===== src/rtl/sd_pkg.sv =====
// -----------------------------------------------------------------------------
// sd_pkg
//   Shared definitions for the SD SPI-mode command engine:
//   - sd_state_t     : engine FSM state encoding
//   - CMDx / ACMD41  : commonly used SD command indices
//   - RESP_R1_BITS / RESP_R7_BITS : response lengths in bits
//   - PREPOST_CLKS   : sd_clk cycles with cs_n high before/after a command
//   - sd_frame_head  : first 40 bits of a command frame (start, tx, idx, arg)
// -----------------------------------------------------------------------------
package sd_pkg;

  typedef enum logic [2:0] {
    ST_IDLE = 3'd0,
    ST_PRE  = 3'd1,
    ST_SEND = 3'd2,
    ST_WAIT = 3'd3,
    ST_RECV = 3'd4,
    ST_POST = 3'd5
  } sd_state_t;

  localparam logic [5:0] CMD0   = 6'd0;
  localparam logic [5:0] CMD8   = 6'd8;
  localparam logic [5:0] CMD17  = 6'd17;
  localparam logic [5:0] CMD24  = 6'd24;
  localparam logic [5:0] CMD55  = 6'd55;
  localparam logic [5:0] ACMD41 = 6'd41;

  localparam int RESP_R1_BITS = 8;
  localparam int RESP_R7_BITS = 40;
  localparam int PREPOST_CLKS = 8;

  // Start bit 0, transmission bit 1, then index and argument.
  function automatic logic [39:0] sd_frame_head(input logic [5:0]  idx,
                                                input logic [31:0] arg);
    return {2'b01, idx, arg};
  endfunction

endpackage


===== src/rtl/sd_crc7.sv =====
// -----------------------------------------------------------------------------
// sd_crc7
//   Serial CRC7 (x^7 + x^3 + 1, initial value 0), one bit per enabled clock,
//   MSB of the message first.
// Ports
//   clk   in  1  system clock
//   rst_n in  1  asynchronous active-low reset
//   clr   in  1  synchronous clear to 0 (has priority over en)
//   en    in  1  shift din into the CRC this clock
//   din   in  1  message bit
//   crc   out 7  current CRC value
// -----------------------------------------------------------------------------
module sd_crc7 (
  input  logic       clk,
  input  logic       rst_n,
  input  logic       clr,
  input  logic       en,
  input  logic       din,
  output logic [6:0] crc
);

  logic [6:0] crc_reg;
  logic       fb;

  assign fb = din ^ crc_reg[6];

  always_ff @(posedge clk or negedge rst_n) begin
    if (!rst_n) begin
      crc_reg <= '0;
    end else if (clr) begin
      crc_reg <= '0;
    end else if (en) begin
      // Feedback taps at x^3 and x^0.
      crc_reg <= {crc_reg[5:0], 1'b0} ^ {3'b000, fb, 2'b00, fb};
    end
  end

  assign crc = crc_reg;

endmodule


===== src/rtl/sd_spi_cmd_engine.sv =====
// -----------------------------------------------------------------------------
// sd_spi_cmd_engine
//   Host-side SPI-mode (mode 0) SD command engine. Sends one 48-bit command
//   frame MSB first, polls for the response start bit, collects an R1 (8 bit)
//   or R7/R3 (40 bit) response and hands it back through a valid/ready pair.
//   Sequence: 8 idle clocks with cs_n high, frame, response poll/receive,
//   8 trailing clocks with cs_n high.
// Parameters
//   CLK_DIV       clk cycles per sd_clk half period (>= 1)
//   RESP_TIMEOUT  sd_clk rising edges polled for a start bit (1..255)
// Configuration macro
//   SD_CMD_CRC_GEN_EN : CRC7 is generated on the fly over frame bits 47..8
//                       and cmd_crc is ignored; otherwise cmd_crc is sent as is.
// Ports
//   clk, rst_n          clock, asynchronous active-low reset
//   cmd_valid/cmd_ready command handshake (accepted only when idle)
//   cmd_idx/arg/crc     command fields, resp_long selects 40-bit response
//   resp_valid          1-clk pulse when a response or timeout is complete
//   resp_data           response, right aligned; resp_timeout: no start bit
//   busy                high from accept until resp_valid
//   sd_clk/cs_n/mosi    SPI outputs to the card, sd_miso card data input
// -----------------------------------------------------------------------------
module sd_spi_cmd_engine
  import sd_pkg::*;
#(
  parameter int CLK_DIV      = 2,
  parameter int RESP_TIMEOUT = 64
) (
  input  logic        clk,
  input  logic        rst_n,
  input  logic        cmd_valid,
  output logic        cmd_ready,
  input  logic [5:0]  cmd_idx,
  input  logic [31:0] cmd_arg,
  input  logic [6:0]  cmd_crc,
  input  logic        resp_long,
  output logic        resp_valid,
  output logic [39:0] resp_data,
  output logic        resp_timeout,
  output logic        busy,
  output logic        sd_clk,
  output logic        sd_cs_n,
  output logic        sd_mosi,
  input  logic        sd_miso
);

  localparam int               DIV_W     = $clog2(CLK_DIV + 1);
  localparam logic [DIV_W-1:0] DIV_LAST  = DIV_W'(CLK_DIV - 1);
  localparam logic [DIV_W-1:0] DIV_ONE   = DIV_W'(1);
  localparam logic [7:0]       TMO_LAST  = 8'(RESP_TIMEOUT - 1);
  localparam logic [5:0]       PP_CNT    = 6'(PREPOST_CLKS);
  localparam logic [5:0]       R1_REST   = 6'(RESP_R1_BITS - 1);
  localparam logic [5:0]       R7_REST   = 6'(RESP_R7_BITS - 1);
  localparam logic [5:0]       FRAME_LEN = 6'd48;
  localparam logic [5:0]       HEAD_LEN  = 6'd40;

  sd_state_t        state_reg, state_next;
  logic [DIV_W-1:0] div_cnt_reg, div_cnt_next;
  logic             sd_clk_reg, sd_clk_next;
  logic             cs_n_reg, cs_n_next;
  logic             mosi_reg, mosi_next;
  logic [5:0]       bit_cnt_reg, bit_cnt_next;
  logic [7:0]       tmo_cnt_reg, tmo_cnt_next;
  logic             tmo_flag_reg, tmo_flag_next;
  logic             long_reg, long_next;
  logic [39:0]      head_reg, head_next;
  logic [39:0]      rx_shift_reg, rx_shift_next;
  logic             resp_valid_reg, resp_valid_next;
  logic [39:0]      resp_data_reg, resp_data_next;
  logic             resp_timeout_reg, resp_timeout_next;

  logic             accept;
  logic             tick;
  logic             rise;
  logic             fall;
  logic [5:0]       drive_pos;
  logic [6:0]       crc_field;
  logic [47:0]      tx_word;

  assign accept = (state_reg == ST_IDLE) && cmd_valid;

  // sd_clk only runs outside IDLE; tick marks the clk on which it toggles.
  assign tick = (state_reg != ST_IDLE) && (div_cnt_reg == DIV_LAST);
  assign rise = tick && !sd_clk_reg;
  assign fall = tick &&  sd_clk_reg;

  assign tx_word = {head_reg, crc_field, 1'b1};

  // Bit about to be driven on a falling edge: bit 47 at the end of PRE,
  // otherwise the bit after the ones already clocked out in SEND.
  assign drive_pos = (state_reg == ST_PRE) ? 6'd47 : (6'd47 - bit_cnt_reg);

`ifdef SD_CMD_CRC_GEN_EN
  logic crc_en;

  // Feed every header bit (47..8) into the CRC as it goes onto mosi, so the
  // CRC is final before bit 7 is needed.
  assign crc_en = fall &&
                  (((state_reg == ST_PRE)  && (bit_cnt_reg == PP_CNT)) ||
                   ((state_reg == ST_SEND) && (bit_cnt_reg <  HEAD_LEN)));

  sd_crc7 u_crc7 (
    .clk   (clk),
    .rst_n (rst_n),
    .clr   (accept),
    .en    (crc_en),
    .din   (tx_word[drive_pos]),
    .crc   (crc_field)
  );
`else
  logic [6:0] crc_reg;

  always_ff @(posedge clk or negedge rst_n) begin
    if (!rst_n) begin
      crc_reg <= '0;
    end else if (accept) begin
      crc_reg <= cmd_crc;
    end
  end

  assign crc_field = crc_reg;
`endif

  always_ff @(posedge clk or negedge rst_n) begin
    if (!rst_n) begin
      state_reg        <= ST_IDLE;
      div_cnt_reg      <= '0;
      sd_clk_reg       <= 1'b0;
      cs_n_reg         <= 1'b1;
      mosi_reg         <= 1'b1;
      bit_cnt_reg      <= '0;
      tmo_cnt_reg      <= '0;
      tmo_flag_reg     <= 1'b0;
      long_reg         <= 1'b0;
      head_reg         <= '0;
      rx_shift_reg     <= '0;
      resp_valid_reg   <= 1'b0;
      resp_data_reg    <= '0;
      resp_timeout_reg <= 1'b0;
    end else begin
      state_reg        <= state_next;
      div_cnt_reg      <= div_cnt_next;
      sd_clk_reg       <= sd_clk_next;
      cs_n_reg         <= cs_n_next;
      mosi_reg         <= mosi_next;
      bit_cnt_reg      <= bit_cnt_next;
      tmo_cnt_reg      <= tmo_cnt_next;
      tmo_flag_reg     <= tmo_flag_next;
      long_reg         <= long_next;
      head_reg         <= head_next;
      rx_shift_reg     <= rx_shift_next;
      resp_valid_reg   <= resp_valid_next;
      resp_data_reg    <= resp_data_next;
      resp_timeout_reg <= resp_timeout_next;
    end
  end

  always_comb begin
    state_next        = state_reg;
    div_cnt_next      = div_cnt_reg;
    sd_clk_next       = sd_clk_reg;
    cs_n_next         = cs_n_reg;
    mosi_next         = mosi_reg;
    bit_cnt_next      = bit_cnt_reg;
    tmo_cnt_next      = tmo_cnt_reg;
    tmo_flag_next     = tmo_flag_reg;
    long_next         = long_reg;
    head_next         = head_reg;
    rx_shift_next     = rx_shift_reg;
    resp_valid_next   = 1'b0;
    resp_data_next    = resp_data_reg;
    resp_timeout_next = resp_timeout_reg;

    if (state_reg == ST_IDLE) begin
      div_cnt_next = '0;
      sd_clk_next  = 1'b0;
      cs_n_next    = 1'b1;
      mosi_next    = 1'b1;
      if (accept) begin
        state_next    = ST_PRE;
        bit_cnt_next  = '0;
        tmo_cnt_next  = '0;
        tmo_flag_next = 1'b0;
        long_next     = resp_long;
        head_next     = sd_frame_head(cmd_idx, cmd_arg);
        rx_shift_next = '0;
      end
    end else begin
      if (tick) begin
        div_cnt_next = '0;
        sd_clk_next  = ~sd_clk_reg;
      end else begin
        div_cnt_next = div_cnt_reg + DIV_ONE;
      end

      case (state_reg)
        ST_PRE: begin
          if (rise) begin
            bit_cnt_next = bit_cnt_reg + 6'd1;
          end else if (fall && (bit_cnt_reg == PP_CNT)) begin
            state_next   = ST_SEND;
            cs_n_next    = 1'b0;
            mosi_next    = tx_word[drive_pos];
            bit_cnt_next = '0;
          end
        end

        // bit_cnt counts bits already sampled by the card.
        ST_SEND: begin
          if (rise) begin
            bit_cnt_next = bit_cnt_reg + 6'd1;
          end else if (fall) begin
            if (bit_cnt_reg == FRAME_LEN) begin
              state_next = ST_WAIT;
              mosi_next  = 1'b1;
            end else begin
              mosi_next  = tx_word[drive_pos];
            end
          end
        end

        ST_WAIT: begin
          if (rise) begin
            if (!sd_miso) begin
              // Start bit is the response MSB and is always 0.
              rx_shift_next = {rx_shift_reg[38:0], 1'b0};
              bit_cnt_next  = long_reg ? R7_REST : R1_REST;
              state_next    = ST_RECV;
            end else if (tmo_cnt_reg == TMO_LAST) begin
              tmo_flag_next = 1'b1;
              bit_cnt_next  = '0;
              cs_n_next     = 1'b1;
              state_next    = ST_POST;
            end else begin
              tmo_cnt_next  = tmo_cnt_reg + 8'd1;
            end
          end
        end

        // bit_cnt counts bits still to be received.
        ST_RECV: begin
          if (rise) begin
            rx_shift_next = {rx_shift_reg[38:0], sd_miso};
            if (bit_cnt_reg == 6'd1) begin
              bit_cnt_next = '0;
              cs_n_next    = 1'b1;
              state_next   = ST_POST;
            end else begin
              bit_cnt_next = bit_cnt_reg - 6'd1;
            end
          end
        end

        // Eight full clocks; the falling edge after the eighth rise returns
        // sd_clk to its idle level and completes the command.
        ST_POST: begin
          if (rise) begin
            bit_cnt_next = bit_cnt_reg + 6'd1;
          end else if (fall && (bit_cnt_reg == PP_CNT)) begin
            state_next        = ST_IDLE;
            resp_valid_next   = 1'b1;
            resp_data_next    = rx_shift_reg;
            resp_timeout_next = tmo_flag_reg;
          end
        end

        default: begin
          state_next = ST_IDLE;
        end
      endcase
    end
  end

  assign cmd_ready    = (state_reg == ST_IDLE);
  assign busy         = (state_reg != ST_IDLE);
  assign resp_valid   = resp_valid_reg;
  assign resp_data    = resp_data_reg;
  assign resp_timeout = resp_timeout_reg;
  assign sd_clk       = sd_clk_reg;
  assign sd_cs_n      = cs_n_reg;
  assign sd_mosi      = mosi_reg;

endmodule


===== config.mk =====
export PLATFORM = sky130hd
export DESIGN_NAME = sd_spi_cmd_engine
export DESIGN_NICKNAME = d
export VERILOG_FILES = /design/src/rtl/sd_pkg.sv /design/src/rtl/sd_crc7.sv /design/src/rtl/sd_spi_cmd_engine.sv
export SDC_FILE = /design/constraint.sdc
export NUM_CORES = 1
export LEC_CHECK = 0
export ABC_CLOCK_PERIOD_IN_PS = 2950
export CAP_MARGIN = 20
export CORE_UTILIZATION = 55
export DETAILED_ROUTE_END_ITERATION = 16
export GPL_TIMING_DRIVEN = 1
export HOLD_SLACK_MARGIN = 0.06
export PLACE_DENSITY = 0.88
export SETUP_SLACK_MARGIN = 0.3
export SYNTH_ARGS = -nofsm -noshare
export SYNTH_HDL_FRONTEND = slang
export SYNTH_SLANG_ARGS = --single-unit

===== constraint.sdc =====
create_clock -name clk -period 2.95 [get_ports clk]
set_input_delay 0.4425 -clock clk [delete_from_list [all_inputs] [get_ports clk]]
set_output_delay 0.4425 -clock clk [all_outputs]
set_load 0.005 [all_outputs]

==> reports/metrics.yaml <==
synthesis:
  synth_enable_flop_cells: 0
  ys_seq_area_share_pct: 55.0
  syn_nets: 627
  ys_warn_count: 0
  syn_avg_cell_area_um2: 12.1
  synth-seq-cells: 152
  synth-main-ff-cell: "dfrtp_1"
  synth_common_cells: "dfrtp_1 (150), mux2_2 (89), a22o_1 (39)"
  synthCells: 570
  syn_area_um2: 6910
  async_flop_share_pct: 100
  synth.top_cells.by_area: "dfrtp_1 (54%), mux2_2 (14%), a22o_1 (4.9%)"
  synth.distinct_cells: 60
  synth_top_area_share_pct: 54.3
  synthMostInstantiatedCell: "dfrtp_1"
  synth_top_area_cell: "dfrtp_1"
clock_network:
  clkTransAtPathRegs_ns: 0.06
  cts_sinks: 152
  cts.hold.buffers_added: 0
  cts_tree: "done"
  htreeDepth: 4
  cts-root-buf: "clkbuf_16"
  clockBufferDepth: 2
  clock_latency_ns: 0.43
  numCtsBuffers: 17
pwr:
  p_leak_nw: 3.78
  cellPowerDensity_nw_per_um2: 841
  ir_drop_mv: 0.566
critical_path:
  crit_arrival_ns: 2.84
  slowest_stage: "mux4_2"
  cp_slowest_stage_delay_ns: 0.49
  crit_type: "flip-flop to flip-flop"
  path_cells: "inv_1 > ha_1 > nor2b_1 > nand4_1 > mux4_2 > or2_1 > a21o_1 > mux2_4"
  cp-start-kind: "flip-flop"
  critPathRequiredTime_ns: 3.26
  cp_max_fo: 9
  critPathCaptureType: "flip-flop"
  reg2regPathDepth: 8
placed_design:
  gp_congestion: 0.912
  dp_hpwl_mm: 10.2
  post-place-ws_ns: 0.328
  placed_area_um2: 8110
  io_buffers: 96
floorplanning:
  initial_core_util_pct: 57.1
  ios: 97
  dieArea_um2: 13000
  die_w_um: 114
  fp.dieH_um: 114
  core_area_um2: 12100
  fp-row-count: 40
global_routing:
  grt.overflow.total: 0
  grt_use_total_pct: 25.3
  grt_pass1_wl_mm: 25.3
  grt_pass1_vias: 5062
  grt_max_degree: 84
  antenna_found_initial: 0
layout:
  design_area_um2: 8670
  seqCellArea_um2: 3810
  utilization_pct: 71.6
  syn2layout_area_growth_pct: 25.4
  final_nets: 718
  n_fill_cell: 850
  drive_gt1_share_pct: 23.7
  n_antenna_cell: 0
  multi_input_area_um2: 2940
sta:
  report.final.slew_viol_count: 0
  period_share_pct: 85.9
  hold_viol: 0
  max_freq_ghz: 0.395
  maxSlewHeadroom_pct: 49.9
  finalSetupTns_ns: 0
  grt_setup_unrepaired: "no"
  finalClockSkew_ns: 0.00706
  finalCriticalPeriod_ns: 2.53
  setup_viol: 0
  tightest_slew_ns: 0.746
  fin_ws_ns: 0.417
hold_path:
  hold_path_class: "primary input to asynchronous set/reset pin"
routing:
  routed_wl_mm: 15.2
  drt_iter0_markers: 444
  postRouteAntennaNets: 0
  viasPerCell: 5.89
  wire_per_inst_um: 18.0
  vias: 4960
  first_pass_iters: 6
  drc: 0
outcome:
  status: "finished clean"
flow_run:
  cap_violations: 0
## worst max-delay path: cells and delay by family (launching register included)
family                     cells  cell delay, ns
and+or+nand+nor                3            0.63
AOI/OAI and AO/OA              1            0.19
muxes                          2            0.78
adders and majority gates      1            0.19
DFF                            1            0.46
buffers and inverters          1            0.17
## metrics by stage
step / total power (W) / instances / hold WS (ns)
after floorplan: 0.00453 / 570 / 0.147
after global placement: 0.00516 / 809 / 0.452
after detailed placement: 0.00528 / 809 / 0.475
after CTS: 0.00729 / 841 / 0.0875
after global routing: 0.00767 / 842 / 0.103
final: 0.00729 / 842 / 0.0538
## kinds of logic after synthesis
| group | Yosys count | share of synthesized area (%) |
|---|---|---|
| mux | 102 | 17.5 |
| fa+ha+maj | 7 | 1.27 |
| xor+xnor | 8 | 1.01 |
| flops | 152 | 55.0 |
| buf+inv | 53 | 2.95 |
| compound gates | 127 | 13.1 |
| simple gates | 121 | 9.05 |
## final timing paths
path,startpoint,endpoint,slack (ns)
worst max-delay path,bit_cnt_reg[4]$_DFFE_PN0P_,state_reg[2]$_DFFE_PN0P_,0.42
worst min-delay path,rst_n,head_reg[13]$_DFFE_PN0P_,0.05
worst max register to register,bit_cnt_reg[4]$_DFFE_PN0P_,state_reg[2]$_DFFE_PN0P_,0.42
worst min register to register,head_reg[38]$_DFFE_PN0P_,head_reg[38]$_DFFE_PN0P_,0.48
max in group asynchronous,rst_n,sd_mosi$_DFFE_PN1P_,2.04
min in group clk,head_reg[38]$_DFFE_PN0P_,head_reg[38]$_DFFE_PN0P_,0.48
## placed cells by master, fill, tap and decap left out, drive strengths merged, types with 3 or more instances in the layout
cell	netlist	routed
a211oi	5	5
a21o	3	3
a21oi	17	17
a22o	39	39
a31oi	6	6
and2	4	4
and3	3	3
buf	8	18
clkbuf	33	17
clkdlybuf4s50	0	95
clkinv	1	6
clkinvlp	0	3
dfrtp	150	150
ha	7	7
inv	11	18
mux2	90	90
mux2i	6	6
mux4	6	6
nand2	33	33
nand2b	4	4
nand3	9	9
nor2	27	27
nor2b	8	8
nor3	6	6
nor3b	6	6
nor4	4	4
o211ai	4	4
o21ai	25	25
o22ai	6	6
o31ai	3	3
or3	4	4
xnor2	8	8
## layout make-up
| class | instances | share of cell area [%] |
|---|---|---|
| repair buffers | 113 | 13.0 |
| well taps | 168 | 2.42 |
| flip-flops and latches | 152 | 43.9 |
| inverters | 12 | 0.520 |
| multi-input cells | 365 | 33.9 |
| clock buffers | 17 | 4.91 |
| clock inverters | 15 | 1.36 |
## routing by layer
metal | wire length (µm) | global-route usage (%)
met1 | 6650 | 33.6
met2 | 7520 | 41.1
met3 | 717 | 4.87
met4 | 276 | 10.7
met5 | 0 | 0
## power breakdown
| group | leakage (nW) | total [W] | internal (W) | switching [W] |
|---|---|---|---|---|
| combinational | 1.51 | 0.00251 | 0.00117 | 0.00134 |
| clock | 0.264 | 0.00199 | 0.00109 | 0.000896 |
| sequential | 2.00 | 0.00279 | 0.00251 | 0.000288 |
## repair_timing
| action | in CTS | in global routing |
|---|---|---|
| pin swaps | 0 | 1 |
| buffers inserted | 0 | 1 |
| setup endpoints to repair | 1 | 2 |
| gates resized for setup | 1 | 2 |
Note: power is estimated with default switching activity, not from simulation.
